`src/rtl/vid_pkg.sv`:
```
// Shared types and default 1024x768@60 timing for the clocked-video output path.
package vid_pkg;
   typedef enum logic [1:0] {SEEK, ARMED, RUN} vid_state_e;

   localparam int CNT_W        = 16;
   localparam int DEF_H_ACTIVE = 1024;
   localparam int DEF_H_FP     = 24;
   localparam int DEF_H_SYNC   = 136;
   localparam int DEF_H_BP     = 160;
   localparam int DEF_V_ACTIVE = 768;
   localparam int DEF_V_FP     = 3;
   localparam int DEF_V_SYNC   = 6;
   localparam int DEF_V_BP     = 29;
   localparam int DEF_BPC      = 8;
   localparam int DEF_CH       = 3;
endpackage

```
`src/rtl/vid_stream_out_if.sv`:
```
// Pixel stream (frame-buffer reader side) and clocked-video (DAC side) bundles.
interface vid_stream_if #(parameter int W = 24);
   logic [W-1:0] in_data;
   logic         in_valid;
   logic         in_sop;
   logic         in_eop;
   logic         in_ready;

   modport master (output in_data, in_valid, in_sop, in_eop, input in_ready);
   modport slave  (input in_data, in_valid, in_sop, in_eop, output in_ready);
endinterface

interface vid_out_if import vid_pkg::*; #(parameter int W = 24);
   logic [W-1:0]     vid_data;
   logic             vid_datavalid;
   logic             vid_h_sync;
   logic             vid_v_sync;
   logic [CNT_W-1:0] vid_h;
   logic [CNT_W-1:0] vid_v;

   modport master (output vid_data, vid_datavalid, vid_h_sync, vid_v_sync, vid_h, vid_v);
   modport slave  (input vid_data, vid_datavalid, vid_h_sync, vid_v_sync, vid_h, vid_v);
endinterface

```
`src/rtl/vid_stream_out_timing_gen.sv`:
```
// Free-running raster counters with active, sync-window, origin and last-active-pixel decode.
module vid_timing_gen import vid_pkg::*; #(
   parameter int H_ACTIVE = DEF_H_ACTIVE,
   parameter int H_FP     = DEF_H_FP,
   parameter int H_SYNC   = DEF_H_SYNC,
   parameter int H_BP     = DEF_H_BP,
   parameter int V_ACTIVE = DEF_V_ACTIVE,
   parameter int V_FP     = DEF_V_FP,
   parameter int V_SYNC   = DEF_V_SYNC,
   parameter int V_BP     = DEF_V_BP
) (
   input  logic             clk,
   input  logic             reset,
   output logic [CNT_W-1:0] h_o,
   output logic [CNT_W-1:0] v_o,
   output logic             active_o,
   output logic             hsync_o,
   output logic             vsync_o,
   output logic             origin_o,
   output logic             last_o
);
   localparam logic [CNT_W-1:0] H_LAST = CNT_W'(H_ACTIVE + H_FP + H_SYNC + H_BP - 1);
   localparam logic [CNT_W-1:0] V_LAST = CNT_W'(V_ACTIVE + V_FP + V_SYNC + V_BP - 1);
   localparam logic [CNT_W-1:0] HA     = CNT_W'(H_ACTIVE);
   localparam logic [CNT_W-1:0] VA     = CNT_W'(V_ACTIVE);
   localparam logic [CNT_W-1:0] HS_BEG = CNT_W'(H_ACTIVE + H_FP);
   localparam logic [CNT_W-1:0] HS_END = CNT_W'(H_ACTIVE + H_FP + H_SYNC);
   localparam logic [CNT_W-1:0] VS_BEG = CNT_W'(V_ACTIVE + V_FP);
   localparam logic [CNT_W-1:0] VS_END = CNT_W'(V_ACTIVE + V_FP + V_SYNC);

   logic [CNT_W-1:0] h_q, h_d, v_q, v_d;

   always_comb begin
      h_d = h_q + 1'b1;
      v_d = v_q;
      if (h_q == H_LAST) begin
         h_d = '0;
         v_d = (v_q == V_LAST) ? '0 : v_q + 1'b1;
      end
   end

   always_ff @(posedge clk) begin
      if (reset) begin
         h_q <= '0;
         v_q <= '0;
      end else begin
         h_q <= h_d;
         v_q <= v_d;
      end
   end

   assign h_o      = h_q;
   assign v_o      = v_q;
   assign active_o = (h_q < HA) && (v_q < VA);
   assign hsync_o  = (h_q >= HS_BEG) && (h_q < HS_END);
   assign vsync_o  = (v_q >= VS_BEG) && (v_q < VS_END);
   assign origin_o = (h_q == '0) && (v_q == '0);
   assign last_o   = (h_q == HA - 1'b1) && (v_q == VA - 1'b1);
endmodule

```
`src/rtl/vid_stream_out.sv`:
```
// Clocked-video output stage: locks a sop/eop pixel stream onto free-running raster
// timing and drives syncs, datavalid and pixel data through one register stage.
module vid_stream_out import vid_pkg::*; #(
   parameter int H_ACTIVE = DEF_H_ACTIVE,
   parameter int H_FP     = DEF_H_FP,
   parameter int H_SYNC   = DEF_H_SYNC,
   parameter int H_BP     = DEF_H_BP,
   parameter int V_ACTIVE = DEF_V_ACTIVE,
   parameter int V_FP     = DEF_V_FP,
   parameter int V_SYNC   = DEF_V_SYNC,
   parameter int V_BP     = DEF_V_BP,
   parameter bit H_POL    = 1'b0,
   parameter bit V_POL    = 1'b0,
   parameter int BPC      = DEF_BPC,
   parameter int CH       = DEF_CH
) (
   input  logic        clk,
   input  logic        reset,
   vid_stream_if.slave st,
   vid_out_if.master   vo,
   input  logic        err_clr,
   output logic        underflow,
   output logic        frame_err
);
   localparam int W = BPC * CH;

   vid_state_e       state_q, state_d;
   logic [W-1:0]     hold_q, hold_d, pix_d, data_q, data_d;
   logic [CNT_W-1:0] h, v, vh_q, vv_q;
   logic             active, hsync, vsync, origin, last;
   logic             dv_q, hs_q, vs_q, uf_q, uf_d, fe_q, fe_d;
   logic             uf_set, fe_set, rdy;

   vid_timing_gen #(
      .H_ACTIVE(H_ACTIVE), .H_FP(H_FP), .H_SYNC(H_SYNC), .H_BP(H_BP),
      .V_ACTIVE(V_ACTIVE), .V_FP(V_FP), .V_SYNC(V_SYNC), .V_BP(V_BP)
   ) u_timing (
      .clk(clk), .reset(reset), .h_o(h), .v_o(v), .active_o(active),
      .hsync_o(hsync), .vsync_o(vsync), .origin_o(origin), .last_o(last)
   );

   // Origin (0,0) is never a stream slot in RUN: pixel 0 always comes from the hold register.
   always_comb begin
      state_d = state_q;
      hold_d  = hold_q;
      pix_d   = '0;
      uf_set  = 1'b0;
      fe_set  = 1'b0;
      rdy     = 1'b0;
      case (state_q)
         SEEK: begin
            rdy = 1'b1;
            if (st.in_valid && st.in_sop) begin
               hold_d  = st.in_data;
               state_d = ARMED;
            end
         end
         ARMED: begin
            if (origin) begin
               pix_d   = hold_q;
               state_d = RUN;
            end
         end
         RUN: begin
            if (active && !origin) begin
               rdy = 1'b1;
               if (!st.in_valid) begin
                  uf_set  = 1'b1;
                  state_d = SEEK;
               end else if (st.in_sop) begin
                  fe_set  = 1'b1;
                  hold_d  = st.in_data;
                  state_d = ARMED;
               end else begin
                  pix_d  = st.in_data;
                  fe_set = (st.in_eop != last);
                  if (st.in_eop || last) state_d = SEEK;
               end
            end
         end
         default: state_d = SEEK;
      endcase
      if (reset) rdy = 1'b0;
   end

   assign uf_d   = uf_set | (uf_q & ~err_clr);
   assign fe_d   = fe_set | (fe_q & ~err_clr);
   assign data_d = active ? pix_d : '0;

   always_ff @(posedge clk) begin
      if (reset) begin
         state_q <= SEEK;
         hold_q  <= '0;
         data_q  <= '0;
         dv_q    <= 1'b0;
         hs_q    <= ~H_POL;
         vs_q    <= ~V_POL;
         vh_q    <= '0;
         vv_q    <= '0;
         uf_q    <= 1'b0;
         fe_q    <= 1'b0;
      end else begin
         state_q <= state_d;
         hold_q  <= hold_d;
         data_q  <= data_d;
         dv_q    <= active;
         hs_q    <= hsync ? H_POL : ~H_POL;
         vs_q    <= vsync ? V_POL : ~V_POL;
         vh_q    <= h;
         vv_q    <= v;
         uf_q    <= uf_d;
         fe_q    <= fe_d;
      end
   end

   assign st.in_ready      = rdy;
   assign vo.vid_data      = data_q;
   assign vo.vid_datavalid = dv_q;
   assign vo.vid_h_sync    = hs_q;
   assign vo.vid_v_sync    = vs_q;
   assign vo.vid_h         = vh_q;
   assign vo.vid_v         = vv_q;
   assign underflow        = uf_q;
   assign frame_err        = fe_q;
endmodule

```
`src/flat_wrapper.sv`:
```
// flat-port wrapper written by rule: the top's interface ports become plain ports
module vid_stream_out_flat import vid_pkg::*;
#(
   parameter int H_ACTIVE = DEF_H_ACTIVE,
   parameter int H_FP     = DEF_H_FP,
   parameter int H_SYNC   = DEF_H_SYNC,
   parameter int H_BP     = DEF_H_BP,
   parameter int V_ACTIVE = DEF_V_ACTIVE,
   parameter int V_FP     = DEF_V_FP,
   parameter int V_SYNC   = DEF_V_SYNC,
   parameter int V_BP     = DEF_V_BP,
   parameter bit H_POL    = 1'b0,
   parameter bit V_POL    = 1'b0,
   parameter int BPC      = DEF_BPC,
   parameter int CH       = DEF_CH
)
  (clk, reset, err_clr, underflow, frame_err, st_in_data, st_in_valid, st_in_sop, st_in_eop, st_in_ready, vo_vid_data, vo_vid_datavalid, vo_vid_h_sync, vo_vid_v_sync, vo_vid_h, vo_vid_v);
  vid_stream_if #(.W((24))) st_i ();
  vid_out_if #(.W((24))) vo_i ();
  input  logic clk;
  input  logic reset;
  input  logic err_clr;
  output logic underflow;
  output logic frame_err;
  input wire logic [$bits(st_i.in_data)-1:0] st_in_data;
  input wire logic [$bits(st_i.in_valid)-1:0] st_in_valid;
  input wire logic [$bits(st_i.in_sop)-1:0] st_in_sop;
  input wire logic [$bits(st_i.in_eop)-1:0] st_in_eop;
  output wire logic [$bits(st_i.in_ready)-1:0] st_in_ready;
  output wire logic [$bits(vo_i.vid_data)-1:0] vo_vid_data;
  output wire logic [$bits(vo_i.vid_datavalid)-1:0] vo_vid_datavalid;
  output wire logic [$bits(vo_i.vid_h_sync)-1:0] vo_vid_h_sync;
  output wire logic [$bits(vo_i.vid_v_sync)-1:0] vo_vid_v_sync;
  output wire logic [$bits(vo_i.vid_h)-1:0] vo_vid_h;
  output wire logic [$bits(vo_i.vid_v)-1:0] vo_vid_v;
  assign st_i.in_data = st_in_data;
  assign st_i.in_valid = st_in_valid;
  assign st_i.in_sop = st_in_sop;
  assign st_i.in_eop = st_in_eop;
  assign st_in_ready = st_i.in_ready;
  assign vo_vid_data = vo_i.vid_data;
  assign vo_vid_datavalid = vo_i.vid_datavalid;
  assign vo_vid_h_sync = vo_i.vid_h_sync;
  assign vo_vid_v_sync = vo_i.vid_v_sync;
  assign vo_vid_h = vo_i.vid_h;
  assign vo_vid_v = vo_i.vid_v;
  vid_stream_out #(.H_ACTIVE(H_ACTIVE), .H_FP(H_FP), .H_SYNC(H_SYNC), .H_BP(H_BP), .V_ACTIVE(V_ACTIVE), .V_FP(V_FP), .V_SYNC(V_SYNC), .V_BP(V_BP), .H_POL(H_POL), .V_POL(V_POL), .BPC(BPC), .CH(CH)) u_core (.clk(clk), .reset(reset), .st(st_i), .vo(vo_i), .err_clr(err_clr), .underflow(underflow), .frame_err(frame_err));
endmodule
```
`config.mk`:
```
export PLATFORM = sky130hd
export DESIGN_NAME = vid_stream_out_flat
export DESIGN_NICKNAME = d
export VERILOG_FILES = /design/src/rtl/vid_pkg.sv /design/src/rtl/vid_stream_out_if.sv /design/src/rtl/vid_stream_out_timing_gen.sv /design/src/rtl/vid_stream_out.sv /design/src/flat_wrapper.sv
export SDC_FILE = /design/constraint.sdc
export NUM_CORES = 1
export LEC_CHECK = 0
export CAP_MARGIN = 25
export CELL_PAD_IN_SITES_DETAIL_PLACEMENT = 1
export CELL_PAD_IN_SITES_GLOBAL_PLACEMENT = 2
export CORE_UTILIZATION = 31
export DETAILED_ROUTE_END_ITERATION = 8
export PLACE_DENSITY_LB_ADDON = 0.12
export SETUP_SLACK_MARGIN = 0.5
export SLEW_MARGIN = 20
export SYNTH_ARGS = -nofsm -noshare
export SYNTH_HDL_FRONTEND = slang
export SYNTH_SLANG_ARGS = --single-unit
```
`constraint.sdc`:
```
create_clock -name clk -period 3.5 [get_ports clk]
set_input_delay 0.35 -clock clk [delete_from_list [all_inputs] [get_ports clk]]
set_output_delay 0.35 -clock clk [all_outputs]
set_load 0.1 [all_outputs]
```
==> flow_summary.ini <==
[run_status]
status = completed

[synthesis]
synth.most_common_cell = dfxtp_1
synth_cell_types = 46
synth-edff-count = 0
syn_nets = 520
synth.area.top_cells = dfxtp_1 (52%), nor2_1 (8.9%), mux2i_1 (5.5%)
synth_common_cells = dfxtp_1 (119), nor2_1 (109), a22oi_1 (25), mux2i_1 (25), nor2b_1 (18)
ys_seq_area_share_pct = 52.0
synthFlopType = dfxtp_1
avgSynthCellArea_um2 = 9.57
ys_ff_latch = 119
synth_top_area_share_pct = 52.0
syn-cell-area_um2 = 4590
yosysWarnings = 0
yosys.area.top_type = dfxtp_1
async_flop_share_pct = 0
syn_inst = 479

[clocking]
cts_buffers = 17
cts_max_path_buffers = 2
cts_tree = done
post_cts_buffers = 0
clkLatencyLatePin_ns = 0.42
cts.sinks = 119
ctsRootBufferMaster = clkbuf_16
h-tree-depth = 4
path_clk_slew_ns = 0.05

[die]
die_area_um2 = 15300
core_um2 = 14500
start_util_pct = 31.7
die_x_um = 124
pin_count = 92
die_h_um = 124
rows = 44

[route]
ant_nets = 0
viasPerCell = 4.69
route.detailed.drc = 0
finalWirelength_um = 11500
dr_total_vias = 3594
wl_per_cell_um = 15.1
drt_iter0_drc = 159
drtPass1Iterations = 4

[layout]
diodes = 0
area_growth_pct = 36.7
layout-drive-gt1-share_pct = 8.42
fin_cells = 766
finalCoreUtilization_pct = 43.3
fin_area_um2 = 6270
nNetsFinal = 610

[sta]
fin_crit_sh_pct = 81.0
holdWs_ns = 0.430
setup_violations = 0
skew_ns = 0.00720
rsz0062_at_grt = no
setup_ws_ns = 0.665
finalCriticalPeriod_ns = 2.84
final_hold_viol_count = 0
relSlewSlack_pct = 32.2
max_freq_mhz = 353
drv_slew = 0
worstMarginPinSlew_ns = 1.01
tns_ns = 0

[power_and_ir_drop]
power_frac_seq_pct = 38.3
comb_power_share_pct = 12.4
p_leak_nw = 2.30
intPower_mw = 2.82
power_switching_mw = 0.934
vdd_drop_max_mv = 0.311
clkPwrFrac_pct = 49.3
total_power_mw = 3.75
p_per_area_nw_per_um2 = 598
switching_share_pct = 24.9

[placement]
hpwl_um = 7940
dp_slack_ns = 0.534
post-place-cells = 734
portBuffers = 91
gp_congestion = 0.783
dpl-instance-area_um2 = 5620

[critical_path]
crit_type = reg -> reg
crit_slowest_cell = or3_1
cp-start-kind = flop
critPathMaxStageDelay_ns = 0.45
critical_path_arrival_ns = 3.13
critPathMaxFanout = 4
cp.required_ns = 3.80
r2r_cells = 10
path_cells = ha_1 -> nand3_1 -> or3_1 -> or3_1 -> ha_1 -> and3_1 -> o21ai_0 -> o211ai_1 -> a21oi_2 -> mux2_2
end_kind = flop

[global_routing]
grt_pass1_vias = 3620
grt_pass1_wl_um = 18400
grt_max_degree = 35
globalRouteTotalUtil_pct = 16.2
overflow = 0
antenna_found_initial = 0

[min_path]
holdPathStages = 2
worstHoldPathType = in -> reg

[run]
drv_cap = 0
[logic make-up (layout without fill, tap and decap cells)]
logic type	after synthesis	count (layout)	share of synthesized area, %
simple gates	213	213	22.9
flops	119	119	52.0
compound gates	42	42	6.79
buf+inv	40	143	4.28
xor+xnor	28	28	5.35
mux	26	26	5.70
fa+ha+maj	11	11	3.00
[per-layer routing]
metal	vias up	global-route usage (%)	wire, um
met5	-	0	0
met4	0	7.23	231
met3	20	5.82	528
met2	67	26.5	5400
met1	1724	19.0	5380
li1	1783	-	-
[cell usage in the layout (no fill, tap or decap), types with 10 or more instances in the layout]
| cell | count |
|---|---|
| ha_1 | 11 |
| a22oi_1 | 25 |
| mux2i_1 | 25 |
| xnor2_1 | 15 |
| dfxtp_1 | 119 |
| clkdlybuf4s50_1 | 89 |
| nand2_1 | 16 |
| inv_1 | 16 |
| clkbuf_16 | 17 |
| nand3_1 | 10 |
| xor2_1 | 13 |
| nor2_1 | 109 |
| nor2b_1 | 18 |
[power by group through the flow]
stage | Clock, mW | Combinational (mW) | Sequential, mW
2_1_floorplan | 0 | 0.300 | 1.50
3_3_place_gp | 0 | 0.461 | 1.46
3_5_place_dp | 0 | 0.470 | 1.46
4_1_cts | 1.90 | 0.471 | 1.43
5_1_grt | 1.96 | 0.507 | 1.44
6_report | 1.85 | 0.466 | 1.44
[critical path: cells and delay by family (launching register included)]
family / cells / cell delay, ns
AO/OA/AOI/OAI: 3 / 0.44
adder cells (fa/ha/maj): 2 / 0.42
flip-flops: 1 / 0.37
AND/OR/NAND/NOR: 4 / 1.13
multiplexers: 1 / 0.35
[state kept, by name, indices dropped and copies added (netlist names)]
register / count
u_core.vo.vid_data: 24
u_core.vo.vid_v: 16
u_core.u_timing.v_o: 16
u_core.vo.vid_v_sync: 1
u_core.u_timing.h_o: 16
u_core.state_q: 2
u_core.frame_err: 1
u_core.underflow: 1
u_core.vo.vid_h_sync: 1
u_core.vo.vid_datavalid: 1
u_core.hold_q: 24
u_core.vo.vid_h: 16
[final cells by class]
type / instances / area (um^2)
multi-input combinational: 320 / 2030
fill: 1606 / 8210
tap: 184 / 230
timing repair buffer: 95 / 933
sequential: 119 / 2380
clock buffer: 25 / 526
inverter: 16 / 60.1
clock inverter: 7 / 113
[worst paths after layout]
| check | end | from | slack (ns) |
|---|---|---|---|
| worst max-delay path | u_core.state_q[0] | u_core.u_timing.h_o[0] | 0.66 |
| worst min-delay path | u_core.vo.vid_v[0] | reset | 0.43 |
| worst max register to register | u_core.state_q[0] | u_core.u_timing.h_o[0] | 0.66 |
| worst min register to register | u_core.u_timing.h_o[0] | u_core.u_timing.h_o[0] | 0.48 |
[repair_timing]
item                                    in CTS  in global routing
hold buffers                                 0                  0
endpoints found under the setup margin       0                  2
resized for setup                            0                  3
No activity file was read; power rests on OpenSTA's default activity.
